$ cat src/rtl/fir_mac_sched_if.sv
// Sample, coefficient-write and filtered-output signals of the shared-MAC FIR controller.
// The master drives samples and coefficient writes; the slave is the filter itself.
interface fir_mac_sched_if;
  logic               en;
  logic [9:0]         din;
  logic [4:0]         num_taps;
  logic               coef_we;
  logic [4:0]         coef_addr;
  logic signed [11:0] coef_wdata;
  logic               coef_ready;
  logic               sample_tick;
  logic               busy;
  logic [9:0]         dout;
  logic               dout_valid;

  modport master (
    output en, din, num_taps, coef_we, coef_addr, coef_wdata,
    input  coef_ready, sample_tick, busy, dout, dout_valid
  );

  modport slave (
    input  en, din, num_taps, coef_we, coef_addr, coef_wdata,
    output coef_ready, sample_tick, busy, dout, dout_valid
  );
endinterface

$ cat src/rtl/fir_mac_sched.sv
// Time-multiplexed FIR: one multiply-accumulate walks the taps one per clock after
// each sample strobe, then the accumulator is scaled and saturated to a 10-bit output.
module fir_mac_sched #(
  parameter int DIV      = 500,
  parameter int MAX_TAPS = 21,
  parameter int SHIFT    = 10
) (
  input  logic            clk,
  input  logic            reset_n,
  fir_mac_sched_if.slave  bus
);
  localparam int CW = $clog2(DIV);

  typedef enum logic [1:0] {IDLE, MAC, SCALE} state_t;

  state_t             state_reg, state_next;
  logic [CW-1:0]      count_reg;
  logic [4:0]         idx_reg, idx_next;
  logic [4:0]         n_reg, n_next;
  logic signed [31:0] acc_reg, acc_next;
  logic [9:0]         dout_reg;
  logic               dout_valid_reg;
  logic [9:0]         x_reg [MAX_TAPS];
  logic signed [11:0] c_reg [MAX_TAPS];

  logic               tick;
  logic               shift_en;
  logic               coef_write;
  logic               load_dout;
  logic [9:0]         x_sel;
  logic signed [11:0] c_sel;
  logic signed [10:0] x_ext;
  logic signed [22:0] prod;
  logic signed [31:0] scaled;
  logic [9:0]         sat;

  function automatic logic signed [11:0] coef_default(input int k);
    case (k)
      0, 7:    coef_default = 12'sd9;
      1, 6:    coef_default = 12'sd49;
      2, 5:    coef_default = 12'sd168;
      3, 4:    coef_default = 12'sd286;
      default: coef_default = 12'sd0;
    endcase
  endfunction

  assign tick       = bus.en && (count_reg == CW'(DIV - 1));
  assign shift_en   = (state_reg == IDLE) && tick;
  // The bank is frozen from the strobe until the sequence returns to IDLE.
  assign coef_write = bus.coef_we && bus.coef_ready;

  assign bus.sample_tick = tick;
  assign bus.coef_ready  = (state_reg == IDLE) && !tick;
  assign bus.busy        = (state_reg != IDLE);
  assign bus.dout        = dout_reg;
  assign bus.dout_valid  = dout_valid_reg;

  always_ff @(posedge clk) begin
    if (!reset_n) begin
      count_reg <= '0;
    end else if (!bus.en || tick) begin
      count_reg <= '0;
    end else begin
      count_reg <= count_reg + 1'b1;
    end
  end

  genvar gi;
  generate
    for (gi = 0; gi < MAX_TAPS; gi++) begin : g_tap
      always_ff @(posedge clk) begin
        if (!reset_n) begin
          c_reg[gi] <= coef_default(gi);
        end else if (coef_write && (bus.coef_addr == 5'(gi))) begin
          c_reg[gi] <= bus.coef_wdata;
        end
      end

      if (gi == 0) begin : g_head
        always_ff @(posedge clk) begin
          if (!reset_n) begin
            x_reg[gi] <= '0;
          end else if (shift_en) begin
            x_reg[gi] <= bus.din;
          end
        end
      end else begin : g_body
        always_ff @(posedge clk) begin
          if (!reset_n) begin
            x_reg[gi] <= '0;
          end else if (shift_en) begin
            x_reg[gi] <= x_reg[gi-1];
          end
        end
      end
    end
  endgenerate

  assign x_sel = x_reg[idx_reg];
  assign c_sel = c_reg[idx_reg];
  assign x_ext = $signed({1'b0, x_sel});
  assign prod  = x_ext * c_sel;

  assign scaled = acc_reg >>> SHIFT;
  always_comb begin
    sat = scaled[9:0];
    if (scaled < 32'sd0) begin
      sat = 10'd0;
    end else if (scaled > 32'sd1023) begin
      sat = 10'd1023;
    end
  end

  always_ff @(posedge clk) begin
    if (!reset_n) begin
      state_reg      <= IDLE;
      idx_reg        <= '0;
      n_reg          <= 5'd1;
      acc_reg        <= '0;
      dout_reg       <= '0;
      dout_valid_reg <= 1'b0;
    end else begin
      state_reg      <= state_next;
      idx_reg        <= idx_next;
      n_reg          <= n_next;
      acc_reg        <= acc_next;
      dout_valid_reg <= load_dout;
      if (load_dout) begin
        dout_reg <= sat;
      end
    end
  end

  always_comb begin
    state_next = state_reg;
    idx_next   = idx_reg;
    n_next     = n_reg;
    acc_next   = acc_reg;
    load_dout  = 1'b0;
    case (state_reg)
      IDLE: begin
        if (tick) begin
          if (bus.num_taps == 5'd0) begin
            n_next = 5'd1;
          end else if (bus.num_taps > 5'(MAX_TAPS)) begin
            n_next = 5'(MAX_TAPS);
          end else begin
            n_next = bus.num_taps;
          end
          acc_next   = '0;
          idx_next   = '0;
          state_next = MAC;
        end
      end
      MAC: begin
        acc_next = acc_reg + {{9{prod[22]}}, prod};
        idx_next = idx_reg + 5'd1;
        if (idx_reg == n_reg - 5'd1) begin
          state_next = SCALE;
        end
      end
      SCALE: begin
        load_dout  = 1'b1;
        state_next = IDLE;
      end
      default: state_next = IDLE;
    endcase
  end
endmodule

$ cat src/flat_wrapper.sv
// flat-port wrapper written by rule: the top's interface ports become plain ports
module fir_mac_sched_flat 
#(
  parameter int DIV      = 500,
  parameter int MAX_TAPS = 21,
  parameter int SHIFT    = 10
)
  (clk, reset_n, bus_en, bus_din, bus_num_taps, bus_coef_we, bus_coef_addr, bus_coef_wdata, bus_coef_ready, bus_sample_tick, bus_busy, bus_dout, bus_dout_valid);
  fir_mac_sched_if bus_i ();
  input  logic clk;
  input  logic reset_n;
  input wire logic [$bits(bus_i.en)-1:0] bus_en;
  input wire logic [$bits(bus_i.din)-1:0] bus_din;
  input wire logic [$bits(bus_i.num_taps)-1:0] bus_num_taps;
  input wire logic [$bits(bus_i.coef_we)-1:0] bus_coef_we;
  input wire logic [$bits(bus_i.coef_addr)-1:0] bus_coef_addr;
  input wire logic [$bits(bus_i.coef_wdata)-1:0] bus_coef_wdata;
  output wire logic [$bits(bus_i.coef_ready)-1:0] bus_coef_ready;
  output wire logic [$bits(bus_i.sample_tick)-1:0] bus_sample_tick;
  output wire logic [$bits(bus_i.busy)-1:0] bus_busy;
  output wire logic [$bits(bus_i.dout)-1:0] bus_dout;
  output wire logic [$bits(bus_i.dout_valid)-1:0] bus_dout_valid;
  assign bus_i.en = bus_en;
  assign bus_i.din = bus_din;
  assign bus_i.num_taps = bus_num_taps;
  assign bus_i.coef_we = bus_coef_we;
  assign bus_i.coef_addr = bus_coef_addr;
  assign bus_i.coef_wdata = bus_coef_wdata;
  assign bus_coef_ready = bus_i.coef_ready;
  assign bus_sample_tick = bus_i.sample_tick;
  assign bus_busy = bus_i.busy;
  assign bus_dout = bus_i.dout;
  assign bus_dout_valid = bus_i.dout_valid;
  fir_mac_sched #(.DIV(DIV), .MAX_TAPS(MAX_TAPS), .SHIFT(SHIFT)) u_core (.clk(clk), .reset_n(reset_n), .bus(bus_i));
endmodule
$ cat config.mk
export PLATFORM = sky130hd
export DESIGN_NAME = fir_mac_sched_flat
export DESIGN_NICKNAME = d
export VERILOG_FILES = /design/src/rtl/fir_mac_sched_if.sv /design/src/rtl/fir_mac_sched.sv /design/src/flat_wrapper.sv
export SDC_FILE = /design/constraint.sdc
export NUM_CORES = 1
export LEC_CHECK = 0
export BUFFER_PORTS_ARGS = -buffer_cell sky130_fd_sc_hd__buf_2
export CORE_MARGIN = 4
export CORE_UTILIZATION = 55
export DETAILED_ROUTE_END_ITERATION = 10
export PLACE_DENSITY_LB_ADDON = 0.05
export SLEW_MARGIN = 5
export SYNTH_ARGS = -nofsm -noshare
export SYNTH_HDL_FRONTEND = slang
export SYNTH_SLANG_ARGS = --single-unit
$ cat constraint.sdc
create_clock -name clk -period 8.97 [get_ports clk]
set_clock_uncertainty 0.15 [all_clocks]
set_input_delay 0.897 -clock clk [delete_from_list [all_inputs] [get_ports clk]]
set_output_delay 0.897 -clock clk [all_outputs]
set_load 0.01 [all_outputs]
==> reports/results.ini, run 1 <==
[logic_synthesis]
syn_area_per_cell_um2=12.36
netlist_area_mm2=0.02986
ys.flop_type=edfxtp_1
ys_ff_latch=531
synth-edff-count=462
ys_types=59
netlist_instances=2416
yosysSeqAreaShare_pct=51.09
yosysWarnings=0
synth_nets=2653
async_flop_share_pct=0

[clock_tree]
clockRootBuffer=clkbuf_16
clk_pin_slew_ns=0.06
htree_levels=2
cts_tree=done
cts_buffers=56
clock_sinks=531
clockBufferDepth=3
hold_buffers=0
insertion_delay_ns=0.62

[detailed_routing]
drc=0
vias=19233
firstDrtPassIters=5
drt_iter0_markers=1563
wl_per_cell_um=21.49
vias_per_cell=5.862
postRouteAntennaNets=0
drt-total-wl_mm=70.50

[final_layout]
finalInstanceArea_mm2=0.03410
final_nets=2775
final_layout_size_suffix_gt1_share_pct=19.07
num_antenna_cells=0
syn2layout_area_growth_pct=14.22
largest_reg_flops=252

[worst_setup_path]
critical_path_class=reg -> reg
critPathRequiredTime_ns=9.37
crit_path_end_kind=flip-flop
r2r-end=u_core.acc_reg[31]
crit_fanout=8
cpMaxStageDelayCell=mux4_2
cp.arrival_ns=9.08
reg2reg_depth=32
reg2reg_setup_slack_ns=0.30
crit_top_cell=fa_1
cp-start-kind=flip-flop
slowest_delay_ns=0.56

[power]
vdd_ir_drop_max_mv=0.1672
leakagePower_nw=13.94
powerDensity_mw_per_mm2=226.5

[worst_hold_path]
holdCritPathClass=reg -> reg
worstHoldPathCells=1
hp-start=u_core.count_reg[0]
whs_endpoint=u_core.count_reg[0]

[place]
port_buffers=49
place_area_mm2=0.03140
place_congestion=0.8866
dpl.hpwl_mm=46.55

[global_route]
grt_overflow=0
grt_pass1_wl_mm=108.8
grt_max_degree=116
antenna_found_initial=0
grt_pass1_vias=18957
grt_use_total_pct=24.01

[timing]
slew_viol_final=0
slew-limit-headroom_pct=28.38
period_needed_ns=8.673
fmax_mhz=115.3
setup_viol=0
hold_viol=0
worst_pin_slew_ns=1.073
min_period_over_period_pct=96.69
fin_setup_tns_ns=0

[floorplan]
boundaryPins=50
num_rows=85
core_mm2=0.05381
die_x_um=241
die_y_um=241
start_util_pct=55.48
dieArea_mm2=0.05808

[job]
max_cap_violations=0

[run_status]
status=completed

-- synth_stat cells (all sizes together), types with 9 or more instances --
| cell type | count | area share, % |
|---|---|---|
| edfxtp | 462 | 46 |
| and2 | 233 | 4.9 |
| and3 | 220 | 4.6 |
| inv | 204 | 2.6 |
| nor2 | 165 | 2.1 |
| mux4 | 132 | 10 |
| clkbuf | 129 | 1.6 |
| nand2 | 123 | 1.5 |
| fa | 114 | 7.6 |
| ha | 87 | 3.6 |
| a21oi | 79 | 1.3 |
| o21ai | 72 | 1.2 |
| dfxtp | 69 | 4.6 |
| xnor2 | 38 | 1.1 |
| nand3 | 36 | 0.60 |
| or3 | 29 | 0.61 |
| buf | 26 | 0.44 |
| mux2i | 26 | 0.87 |
| nor3 | 20 | 0.34 |
| nand2b | 16 | 0.34 |
| a21o | 14 | 0.35 |
| nor2b | 11 | 0.23 |
| xor2 | 11 | 0.32 |
| or2 | 10 | 0.21 |
| a211oi | 9 | 0.24 |
| o21bai | 9 | 0.23 |
-- how the worst max path moves through the flow --
stage / start / end / depth (start not counted)
2_1_floorplan: flip-flop / u_core.acc_reg[31] / 32
3_3_place_gp: flip-flop / u_core.acc_reg[31] / 33
3_5_place_dp: flip-flop / u_core.acc_reg[31] / 33
4_1_cts: flip-flop / u_core.acc_reg[30] / 33
5_1_grt: flip-flop / u_core.acc_reg[31] / 33
6_report: flip-flop / u_core.acc_reg[31] / 32
-- per-layer routing --
layer | up-vias | global-route usage (%) | part of all wire (%)
met5 | - | 0 | 0
met1 | 9760 | 35.72 | 44
li1 | 8860 | - | -
met2 | 538 | 38.38 | 48
met3 | 75 | 3.028 | 5.7
met4 | 0 | 5.842 | 1.7
-- critical path, delay by kind of cell (launching register included) --
family	cells	cell delay, ns
adders and majority gates	7	2.95
AOI/OAI and AO/OA	13	2.93
muxes	3	1.21
buffers and inverters	6	0.66
DFF	1	0.41
and+or+nand+nor	3	0.26
-- placed cells by master, fill, tap and decap left out, drive strengths merged, types with 7 or more instances in the layout --
cell,instances
mux2i,26
nand3,36
o21bai,9
nand2b,16
inv,204
dfxtp,69
or3,29
and3,220
xor2,11
nor3,20
a21o,14
a211oi,9
ha,87
edfxtp,462
and2,233
fa,114
clkinv,28
mux4,132
buf,214
nor2,165
nor2b,11
clkbuf,72
or2,10
a21oi,79
xnor2,38
nand2,123
o21a,7
bufinv,9
o21ai,72
-- power by group --
| group | switching, mW | internal, mW |
|---|---|---|
| combinational | 1.36 | 1.13 |
| sequential | 0.0364 | 2.78 |
| clock | 0.993 | 1.42 |
| total | 2.39 | 5.33 |
-- repair_timing --
action	CTS	global route
endpoints found under the hold margin	0	0
buffers inserted	0	45
pin swaps	0	21
gates resized for setup	2	65
setup endpoints to repair	1	10
cloned	0	6
-- cells by family (layout without fill, tap and decap cells) --
logic type	after synthesis	in the layout	synth area share (%)
simple gates	883	883	15.90
flops	531	531	51.09
buf+inv	359	528	4.630
compound gates	233	233	4.714
fa+ha+maj	201	201	11.29
mux	159	159	10.87
xor+xnor	50	50	1.513
-- area by class of cell --
cell class	instances	area, µm²
clock buffers	67	1464
clock inverters	38	452.9
fillers	4101	19710
inverters	204	765.7
multi-input cells	1526	13490
flip-flops and latches	531	15270
well taps	696	870.8
repair buffers	219	1794
-- per-stage QoR --
step           worst slack (ns)  hold WS (ns)  total power, mW  utilization, %  std cells
4_1_cts               0.0003748        0.3226            7.623           61.92       3230
3_3_place_gp            0.01899        0.2939            5.146           58.34       3125
6_report                 0.2973        0.3144            7.725           63.37       3281
2_1_floorplan           0.07964        0.2803            4.453               -       2416
5_1_grt                -0.03824        0.3404            8.181           63.37       3281
3_5_place_dp           -0.02420        0.3088            5.196           58.34       3125
Note: power is estimated with default switching activity, not from simulation.
==> run 2, diff against run 1 <==
--- a/config.mk
+++ b/config.mk
@@ -7,7 +7,8 @@
 export LEC_CHECK = 0
 export BUFFER_PORTS_ARGS = -buffer_cell sky130_fd_sc_hd__buf_2
 export CORE_MARGIN = 4
-export CORE_UTILIZATION = 55
+export CORE_UTILIZATION = 45
+export CTS_BUF_LIST = sky130_fd_sc_hd__clkbuf_2
 export DETAILED_ROUTE_END_ITERATION = 10
 export PLACE_DENSITY_LB_ADDON = 0.05
 export SLEW_MARGIN = 5
==> reports/results.ini, run 2 (synthesis gave the netlist of run 1 again) <==
[clock_tree]
clk_pin_slew_ns=0.10  ; was 0.06 ns
cts_tree=done  ; unchanged
cts_buffers=146  ; was 56
insertion_delay_ns=1.26  ; was 0.62 ns
clockRootBuffer=clkbuf_2  ; was clkbuf_16
clock_sinks=531  ; unchanged
htree_levels=4  ; was 2
clockBufferDepth=3  ; unchanged

[timing]
fmax_mhz=114.5  ; was 115.3 MHz
slew-limit-headroom_pct=29.95  ; was 28.38%
period_needed_ns=8.731  ; was 8.673 ns
grt_setup_unrepaired=true
min_period_over_period_pct=97.34  ; was 96.69%
slew_viol_final=0  ; unchanged
setup_viol=0  ; unchanged
worst_pin_slew_ns=1.050  ; was 1.073 ns
hold_viol=0  ; unchanged

[detailed_routing]
firstDrtPassIters=5  ; unchanged
postRouteAntennaNets=0  ; unchanged
vias_per_cell=5.470  ; was 5.862
wl_per_cell_um=20.60  ; was 21.49 µm
drt_iter0_markers=1729  ; was 1563
drc=0  ; unchanged
drt-total-wl_mm=74.64  ; was 70.50 mm
vias=19817  ; was 19.23k

[global_route]
grt_use_total_pct=21.00  ; was 24.01%
grt_max_degree=113  ; was 116
grt_pass1_vias=20451  ; was 18.96k
antenna_found_initial=4  ; was 0
grt_pass1_wl_mm=115.6  ; was 108.8 mm
grt_overflow=0  ; unchanged

[place]
port_buffers=49  ; unchanged
place_congestion=0.8284  ; was 0.8866
dpl.hpwl_mm=48.71  ; was 46.55 mm
dp_cells=3303  ; was 3125
place_area_mm2=0.03172  ; was 0.03140 mm²

[worst_setup_path]
crit_path_end_kind=flip-flop  ; unchanged
cp-start-kind=flip-flop  ; unchanged
crit_fanout=8  ; unchanged
cp_top_family=adder cells  ; unchanged
critical_path_class=reg -> reg  ; unchanged
critPathBufInv=7  ; was 6
cpMaxStageDelayCell=mux4_2  ; unchanged
slowest_delay_ns=0.55  ; was 0.56 ns
reg2reg_setup_slack_ns=0.24  ; was 0.30 ns
critPathRequiredTime_ns=9.99  ; was 9.37 ns
cp.arrival_ns=9.75  ; was 9.08 ns
crit_top_cell=fa_1  ; unchanged

[floorplan]
core_mm2=0.06575  ; was 0.05381 mm²
die_y_um=265.6  ; was 241 µm
boundaryPins=50  ; unchanged
num_rows=94  ; was 85
die_x_um=265.6  ; was 241 µm
dieArea_mm2=0.07054  ; was 0.05808 mm²
start_util_pct=45.42  ; was 55.48%

[run_status]
status=completed  ; unchanged

[worst_hold_path]
holdCritPathClass=in -> reg  ; was reg -> reg

[job]
max_cap_violations=0  ; unchanged

[final_layout]
final_layout_size_suffix_gt1_share_pct=23.41  ; was 19.07%
final_common_cell=edfxtp_1  ; unchanged
fin_cells=3623  ; was 3281
finalInstanceArea_mm2=0.03405  ; was 0.03410 mm²
syn2layout_area_growth_pct=14.04  ; was 14.22%
largest_reg_flops=252  ; unchanged
layout_common_cells=edfxtp_1 (462), and2_1 (232), and3_1 (219)  ; unchanged
final_nets=2896  ; was 2775

[power]
leakagePower_nw=14.08  ; was 13.94 nW
vdd_ir_drop_max_mv=0.1388  ; was 0.1672 mV
powerDensity_mw_per_mm2=208.0  ; was 226.5 mW/mm²

-- run 2: area by class of cell --
cell class                      instances  area [µm²]
Antenna cell                            4       10.01
Clock buffer                          211        1056
Clock inverter                         33       211.5
Fill cell                            5839       31690
Inverter                              204       769.5
Multi-Input combinational cell       1526       13500
Sequential cell                       531       15270
Tap cell                              864        1081
Timing Repair Buffer                  250        2158
-- run 2: worst paths after layout --
| kind | start | endpoint | cells past startpoint |
|---|---|---|---|
| worst max register to register | flip-flop | u_core.acc_reg[31] | 34 |
| worst max-delay path | flip-flop | u_core.acc_reg[31] | 34 |
| worst min-delay path | bus_coef_addr[3] | u_core.c_reg[12][11] | 4 |
| worst min register to register | u_core.acc_reg[9] | u_core.acc_reg[9] | 2 |
-- run 2: timing repair --
| action | 4_1_cts | 5_1_grt |
|---|---|---|
| setup buffers | 3 | 31 |
| hold endpoints to repair | 243 | 0 |
| gates cloned | 0 | 4 |
| setup endpoints to repair | 4 | 15 |
| pin swaps | 0 | 25 |
| hold buffers | 34 | 0 |
| gates resized for setup | 10 | 60 |
-- run 2: metrics by stage --
| step | util [%] | hold WS, ns | worst slack, ns | power [mW] | TNS (ns) |
|---|---|---|---|---|---|
| global route | 51.79 | 0.06690 | -0.1185 | 7.611 | -0.1977 |
| floorplan | - | 0.2803 | 0.07964 | 4.453 | 0 |
| detailed placement | 48.25 | 0.3049 | -0.2421 | 5.243 | -0.5467 |
| global placement | 48.25 | 0.2919 | -0.1226 | 5.222 | -0.1947 |
| finish | 51.79 | 0.2283 | 0.2387 | 7.082 | 0 |
| CTS | 50.80 | 0.004385 | 0.001718 | 7.059 | 0 |
-- run 2: worst min-delay path: cells and delay by family --
family                 cells  cell delay [ns]
AND/OR/NAND/NOR            1             0.11
AO/OA/AOI/OAI              1             0.08
buffers and inverters      2             0.33
-- run 2: metal layers --
metal / GRT usage (%) / part of all wire, %
met2: 33.12 / 48
met4: 6.576 / 2.0
met5: 0 / 0
met3: 4.949 / 5.6
met1: 29.18 / 44
-- run 2: where the power goes --
group / switching, mW / internal, mW / total [mW] / leakage (nW)
Sequential: 0.0338 / 2.77 / 2.80 / 5.14
Clock: 1.02 / 0.685 / 1.71 / 0.967
Combinational: 1.37 / 1.20 / 2.57 / 7.98
Total: 2.43 / 4.65 / 7.08 / 14.1
